==> src/rtl/pipe_interlock_ctrl.sv <==
// Interlock and multi-cycle sequencing controller for a 5-stage pipeline.
// Computes the per-stage "result available" flags used by forwarding, stalls
// decode on unresolved producer/consumer hazards, sequences the iterative
// divider that sits in the exec stage, and counts stalled decode cycles.

module pipe_interlock_ctrl #(
    parameter int DIV_LAT = 8,   // divider busy cycles, must be >= 2
    parameter int CNT_W   = 16   // stall counter width
) (
    input  logic             clk,
    input  logic             resetn,
    input  logic             flush,
    // decode stage
    input  logic             id_valid,
    input  logic [4:0]       id_rs,
    input  logic [4:0]       id_rt,
    input  logic             id_rs_read,
    input  logic             id_rt_read,
    // exec stage
    input  logic             exe_valid,
    input  logic             exe_we,
    input  logic [4:0]       exe_dest,
    input  logic             exe_is_load,
    input  logic             exe_is_div,
    // mem stage
    input  logic             mem_allowin,
    input  logic             mem_valid,
    input  logic             mem_we,
    input  logic             mem_is_load,
    input  logic [4:0]       mem_dest,
    input  logic             mem_data_ok,
    // writeback stage
    input  logic             wb_valid,
    input  logic             wb_we,
    // performance counter control
    input  logic             perf_clr,
    // outputs
    output logic             pipe3_finish,
    output logic             pipe4_finish,
    output logic             pipe5_finish,
    output logic             id_ready_go,
    output logic             exe_ready_go,
    output logic             div_start,
    output logic             div_busy,
    output logic [CNT_W-1:0] stall_cnt
);

    // ------------------------------------------------------------------
    // Elaboration-time parameter sanity
    // ------------------------------------------------------------------
    generate
        if (DIV_LAT < 2) begin : g_bad_div_lat
            $error("pipe_interlock_ctrl: DIV_LAT must be at least 2");
        end
        if (CNT_W < 1) begin : g_bad_cnt_w
            $error("pipe_interlock_ctrl: CNT_W must be at least 1");
        end
    endgenerate

    // ------------------------------------------------------------------
    // Divider FSM encoding and down-counter sizing
    // ------------------------------------------------------------------
    localparam logic [1:0] S_IDLE = 2'd0;
    localparam logic [1:0] S_BUSY = 2'd1;
    localparam logic [1:0] S_DONE = 2'd2;

    localparam int            CW       = $clog2(DIV_LAT);
    // Loading DIV_LAT-1 and counting down through zero gives DIV_LAT
    // cycles in BUSY before the result is presented in DONE.
    localparam logic [CW-1:0] CNT_INIT = CW'(DIV_LAT - 1);

    logic [1:0]    state;
    logic [1:0]    state_nxt;
    logic [CW-1:0] cnt;
    logic [CW-1:0] cnt_nxt;

    logic          div_req;
    logic          div_done;

    // A divide is requesting service whenever a valid div sits in exec.
    assign div_req  = exe_valid & exe_is_div;
    assign div_done = (state == S_DONE);

    // ------------------------------------------------------------------
    // Divider FSM next-state logic; flush overrides every transition
    // ------------------------------------------------------------------
    always_comb begin
        // NOTE: defaults first so every path assigns both outputs; a missing
        // branch would otherwise infer a latch.
        state_nxt = state;
        cnt_nxt   = cnt;
        if (flush) begin
            state_nxt = S_IDLE;
            cnt_nxt   = '0;
        end else begin
            case (state)
                S_IDLE: begin
                    // Only reached again after the previous div was handed
                    // off, so the same div is never started twice.
                    if (div_req) begin
                        state_nxt = S_BUSY;
                        cnt_nxt   = CNT_INIT;
                    end
                end
                S_BUSY: begin
                    if (cnt == '0) begin
                        state_nxt = S_DONE;
                    end else begin
                        cnt_nxt = cnt - 1'b1;
                    end
                end
                S_DONE: begin
                    // Hold the result until mem can take the instruction.
                    if (mem_allowin) begin
                        state_nxt = S_IDLE;
                    end
                end
                default: begin
                    state_nxt = S_IDLE;
                    cnt_nxt   = '0;
                end
            endcase
        end
    end

    // Divider FSM state and down-counter registers
    always_ff @(posedge clk or negedge resetn) begin
        if (!resetn) begin
            state <= S_IDLE;
            cnt   <= '0;
        end else begin
            // NOTE: non-blocking assignments in clocked blocks so every
            // register samples the pre-edge values, independent of order.
            state <= state_nxt;
            cnt   <= cnt_nxt;
        end
    end

    // Start pulse is combinational in the accepting IDLE cycle; it is held
    // low while reset is asserted so the divider never sees a stray start.
    assign div_start = resetn & (state == S_IDLE) & div_req & ~flush;
    assign div_busy  = (state != S_IDLE);

    // ------------------------------------------------------------------
    // Per-stage result availability for forwarding
    // ------------------------------------------------------------------
    // Exec results are ready except for loads (data arrives in mem) and
    // divides that have not yet reached DONE.
    assign pipe3_finish = exe_valid & exe_we & ~exe_is_load &
                          (~exe_is_div | div_done);
    assign pipe4_finish = mem_valid & mem_we & (~mem_is_load | mem_data_ok);
    assign pipe5_finish = wb_valid & wb_we;

    assign exe_ready_go = ~exe_is_div | div_done;

    // ------------------------------------------------------------------
    // Decode operand hazard detection
    // ------------------------------------------------------------------
    // A stage blocks a consumer only if it will write a GPR but its value
    // is not yet forwardable. WB is always forwardable, so it never stalls.
    logic exe_pending;
    logic mem_pending;
    logic rs_hazard;
    logic rt_hazard;

    assign exe_pending = exe_valid & exe_we & ~pipe3_finish;
    assign mem_pending = mem_valid & mem_we & ~pipe4_finish;

    function automatic logic src_hazard(
        input logic       src_read,
        input logic [4:0] src,
        input logic       exe_pend,
        input logic [4:0] exe_rd,
        input logic       mem_pend,
        input logic [4:0] mem_rd
    );
        // Register $0 is hard-wired, so it can never carry a dependency.
        return src_read && (src != 5'd0) &&
               ((exe_pend && (exe_rd == src)) ||
                (mem_pend && (mem_rd == src)));
    endfunction

    assign rs_hazard = src_hazard(id_rs_read, id_rs, exe_pending, exe_dest,
                                  mem_pending, mem_dest);
    assign rt_hazard = src_hazard(id_rt_read, id_rt, exe_pending, exe_dest,
                                  mem_pending, mem_dest);

    // A flush kills the decode instruction anyway, so it must never wait.
    assign id_ready_go = ~(rs_hazard | rt_hazard) | flush;

    // ------------------------------------------------------------------
    // Saturating stalled-decode cycle counter
    // ------------------------------------------------------------------
    logic stall_now;
    logic cnt_sat;

    assign stall_now = id_valid & ~id_ready_go;
    assign cnt_sat   = &stall_cnt;

    // Counter: clear has priority, then increment until all-ones
    always_ff @(posedge clk or negedge resetn) begin
        if (!resetn) begin
            stall_cnt <= '0;
        end else if (perf_clr) begin
            stall_cnt <= '0;
        end else if (stall_now && !cnt_sat) begin
            stall_cnt <= stall_cnt + 1'b1;
        end
    end

endmodule

==> config.mk <==
export PLATFORM = sky130hd
export DESIGN_NAME = pipe_interlock_ctrl
export DESIGN_NICKNAME = d
export VERILOG_FILES = /design/src/rtl/pipe_interlock_ctrl.sv
export SDC_FILE = /design/constraint.sdc
export NUM_CORES = 1
export LEC_CHECK = 0
export BUFFER_PORTS_ARGS = -buffer_cell sky130_fd_sc_hd__buf_2
export CAP_MARGIN = 10
export CORE_ASPECT_RATIO = 0.75
export CORE_UTILIZATION = 30
export CTS_CLUSTER_DIAMETER = 60
export DETAILED_ROUTE_END_ITERATION = 10
export MAX_ROUTING_LAYER = met4
export PLACE_DENSITY_LB_ADDON = 0.08
export SYNTH_ARGS = -nofsm -noshare
export SYNTH_HDL_FRONTEND = slang
export SYNTH_SLANG_ARGS = --single-unit
export TNS_END_PERCENT = 20
==> constraint.sdc <==
create_clock -name clk -period 2.5 [get_ports clk]
set_input_delay 0.125 -clock clk [delete_from_list [all_inputs] [get_ports clk]]
set_output_delay 0.125 -clock clk [all_outputs]
set_load 0.02 [all_outputs]
# After elaboration in Yosys (flattened, before gate mapping)
# Index checks and enable logic that the tools add are counted.
# W data, S select, Z words.
[op_classes]
mux = 11
n_reduce_logical = 21
eq_ne = 11
add_sub_neg = 2
n_bitwise = 25
[op_table]
columns = ["op", "count"]
rows = [
  ["$mux W16", 2],
  ["$eq A5 B5 Y1", 4],
  ["$add A16 B1 Y16 const B", 1],
  ["$reduce_and A16 Y1", 1],
  ["$and A1 B1 Y1", 13],
  ["$ne A3 B3 Y1 const B", 4],
  ["$reduce_bool A5 Y1", 2],
  ["$logic_and A1 B1 Y1", 9],
  ["$mux W3", 3],
  ["$pmux W3 S3", 1],
  ["$mux W2", 4],
  ["$not A1 Y1", 8],
  ["$pmux W2 S3", 1],
  ["$reduce_and A3 Y1", 2],
  ["$or A1 B1 Y1", 4],
  ["$reduce_bool A2 Y1", 2],
  ["$logic_not A3 Y1", 1],
  ["$sub A3 B1 Y3 const B", 1],
  ["$eq A2 B1 Y1 const B", 1],
  ["$eq A2 B2 Y1 const B", 1],
  ["$logic_not A2 Y1", 1],
  ["$logic_or A1 B1 Y1", 2],
  ["$ne A2 B2 Y1 const B", 1],
  ["$logic_not A1 Y1", 1],
]
[word_totals]
inputBits = 38
out_inout_bits = 23
word_cells = 73
register_bits = 21

# Longest topological paths before layout
[depth]
depth_word = 16
ltp_mapped = 10
depth_no_buf = 8

# Least setup slack after synthesis
# OpenSTA, ideal clock, no wires.
[synth_timing]
path_kind = "register to register"
start = "reg stall_cnt[0]"
end = "reg stall_cnt[13]"
n_path_buf = 1
synth_period_minus_slack_ns = 2.262
arrival_time_ns = 2.135
required_ns = 2.372
path_slack_ns = 0.238
setup_ns = 0.128
stages_incl_launch_ff = 10
cell_sequence = "dfrtp_1 > ha_1 > nand4_1 > nor4_1 > nor4b_1 > o21ai_1 > and2_4 > buf_6 > nor4_2 > mux2_1"
[synth_via]
elab_chain_cells = 4
[synth_rtl]
columns = ["element", "line", "source"]
rows = [
  ["start, declared", "45", "output logic [CNT_W-1:0] stall_cnt"],
  ["start signal, assigned", "207", "stall_cnt <= stall_cnt + 1'b1;"],
  ["branches (longest 4 deep; another with $add A16 B1 Y16)", "-", ""],
]
# Several ways; the timed one is not identified. The select of a mux whose other input is x is not followed.
# A chain may end at the register's enable or synchronous reset.

# Final worst setup path
# Same ends and word-level chain as after synthesis.

==> results.md <==
- Outcome: finished clean
- Final setup vio count: 0
- Minimum clock period: roughly 2300 ps
- Pins Over Slew Limit: 0
- Core ar.: 5010 µm²
- Commonest non-fill, non-tap cells in the layout: buf_2 (60), xnor2_1 (21), dfrtp_1 (21)
- Layout cells sized above 1: about a third
- Slew headroom: between 60% and 70%
- Fillers: 525
- Sw Share: ~29%
- Final Util: 41.03%
- First DRT Iteration DRCs: 56
- PwrDens: 366.5 nW/µm²
- Starting Density: a little under a third
- Post-route setup slack: between 150 and 200 ps
- Vias in the first global route: roughly 1,400
- Die height: 65.13 µm
- Crit-path max cell delay: 440 ps
- Post-DP HPWL: slightly above 3000 µm
- Comb power frac: ~22%
- Total gr overflow: 0
- Critical path fanouts, max: 11
- Syn. warnings: 0
- Vias/cell: 4.797
- Mean Syn Cell Area: roughly 9 µm²
- Flop pwr share: 47.4%
- Cells after Synth: 180
- Die extent in x: approximately 86 µm
- Max-Cap Viols: 0
- Full die area: 5612 µm²
- Commonest non-fill, non-tap cell in the layout: buf_2
- Post-synthesis sequential area ratio: roughly 33%
- Dpl cells: 307
- Largest net degree at the start of global routing: 23
- CTS Buf Count: 3
- Critical path required time: approximately 2700 ps
- Delay-heaviest family, CP: simple AND/OR/NAND/NOR gates
- Slew @ Worst Pin: between 500 and 600 ps
- IO Pins: just over 60
- Peak supply drop: approximately 160 µV
- WP buf/inv: 0
- Total GRT Usage: between 15 and 20%
- CP arrival: between 2000 and 2500 ps
- First-pass GRT wire length: 6582 µm
- Post-synth EDFFs: 0
- Unique masters post-synth: 43
- Routed WL per cell: between 10 and 15 µm
- Clock Skew: 3.624 ps
- Clock root cell: clkbuf_8
- Worst-Skew Late Latency: 260 ps
- Syn Nets: around 220
- Final Hold Fails: 0
- PortBufs: 60
- CTS tree: built
- Max Fclk: around 0.43 GHz
- Pleak: approximately 0.00092 µW
- CP max stage cell: dfrtp_1
- Psw: 215.8 µW
- Clock buffer depth: 2
- Post-Layout Cell Count: 315
- GPL Wtd Cong: 0.8280
- RSZ-0062 raised after global routing: no
- Clock transition at path regs: ~80 ps
- Max H-tree Level: 1
- CP cell instances: ha_1 -> nand4_1 -> nor4_1 -> nor4b_1 -> o21ai_1 -> and2_4 -> nor4_2 -> mux2_1
- TritonRoute pass-1 iters: 4
- Antenna viol nets, final: 0
- Fin nets: 285
- Top_reg_cell synth: dfrtp_1
- Setup TNS: 0 ps
- Int Pwr: 537.7 µW
- Ys async rst share: 100.0%
- Hold Path Class: input pin to flop
- Mapped cell area: 1594 µm²
- Critical path type: flop to flop
- Pre-CTS WS: 161.1 ps
- Clock sinks: 21
- Final WL: 3932 µm
- Ant. Diodes: 0
- Via count: 1,511
- Initial antenna violation count: 0
- Clock power frac: ~31%
- Crit. End Element: flop
- CP Launch Type: flop
- #FFs+latches synth: 21
- Synthesis-to-layout area growth: 28.96%
- Period utilisation layout: ~92%
- Number of cell rows: 22
- Drt drc: 0
[stage by stage]
step / area, µm² / total power [µW] / hold WS [ps]
floorplan: 1594 / 462.0 / -170.6
global placement: 1962 / 531.8 / 129.8
detailed placement: 1962 / 530.8 / 136.0
CTS: 2018 / 764.4 / 113.5
global route: 2056 / 798.7 / 118.9
finish: 2056 / 753.5 / 115.9
[per-layer routing]
| layer | wire (µm) | vias up | GRT usage (%) | part of all wire [%] |
|---|---|---|---|---|
| li1 | - | 788 | - | - |
| met1 | 2175 | 683 | 22.10 | 55 |
| met5 | 0 | - | - | 0 |
| met4 | 15 | 0 | 2.500 | 0.38 |
| met2 | 1558 | 38 | 22.02 | 40 |
| met3 | 183 | 2 | 3.643 | 4.7 |
[flip-flops by register name, indices dropped and copies added (netlist names)]
name,flops
cnt,3
stall_cnt,16
state,2
[power groups by stage]
stage	sequential [µW]	clock (µW)	combinational, µW
detailed placement	364	0	167
CTS	357	239	169
floorplan	362	0	100
finish	357	230	167
global route	359	250	190
global placement	364	0	168
[logic make-up after synthesis]
| family | synth area share [%] |
|---|---|
| multiplexers | 2.747 |
| adder cells (fa/ha/maj) | 2.355 |
| AND/OR/NAND/NOR | 30.53 |
| buffers and inverters | 3.767 |
| XOR/XNOR | 12.64 |
| AO/OA/AOI/OAI | 14.99 |
| flip-flops | 32.97 |
[path summary, 6_finish.rpt]
kind                                   start  cells past startpoint  slack [ps]            end
worst max-delay path            stall_cnt[0]                      8         200  stall_cnt[13]
worst min-delay path             mem_allowin                      3         120       state[1]
worst max register to register  stall_cnt[0]                      8         200  stall_cnt[13]
worst min register to register        cnt[1]                      1         490         cnt[1]
max in group asynchronous             resetn                      2        1810   stall_cnt[3]
min in group asynchronous             resetn                      2         350       state[0]
[Yosys cell counts (4+ instances only)]
library cell	number	area, µm²
clkbuf_1	5	18.77
nor4_1	5	31.28
nand4_1	7	43.79
nor2b_1	6	37.54
or3_1	5	31.28
a21oi_1	15	75.07
or4_1	6	45.04
o21ai_1	5	25.02
nand2_1	15	56.30
xnor2_1	21	183.9
nand3_1	7	35.03
inv_1	4	15.01
dfrtp_1	21	525.5
nor2_1	10	37.54
o21ai_0	4	20.02
[worst min-delay path: cells and delay by family]
| family | cells | cell delay (ps) |
|---|---|---|
| and+or+nand+nor | 1 | 90 |
| buffers and inverters | 1 | 70 |
| AOI/OAI and AO/OA | 1 | 60 |
[cell type report]
class                      count  area [µm²]  area share (%)
multi-input combinational    148        1031           50.15
tap                           72       90.09           4.382
sequential                    21       525.5           25.56
clock inverter                 1       5.005          0.2435
clock buffer                   3       41.29           2.009
inverter                       4       15.01          0.7304
timing repair buffer          66       347.8           16.92
[repair_timing]
action / CTS / global route
endpoints found under the hold margin: 21 / 0
hold buffers: 1 / 0
buffers inserted: 0 / 2
endpoints found under the setup margin: 0 / 1
gates resized for setup: 0 / 2
No activity file was read; power rests on OpenSTA's default activity.
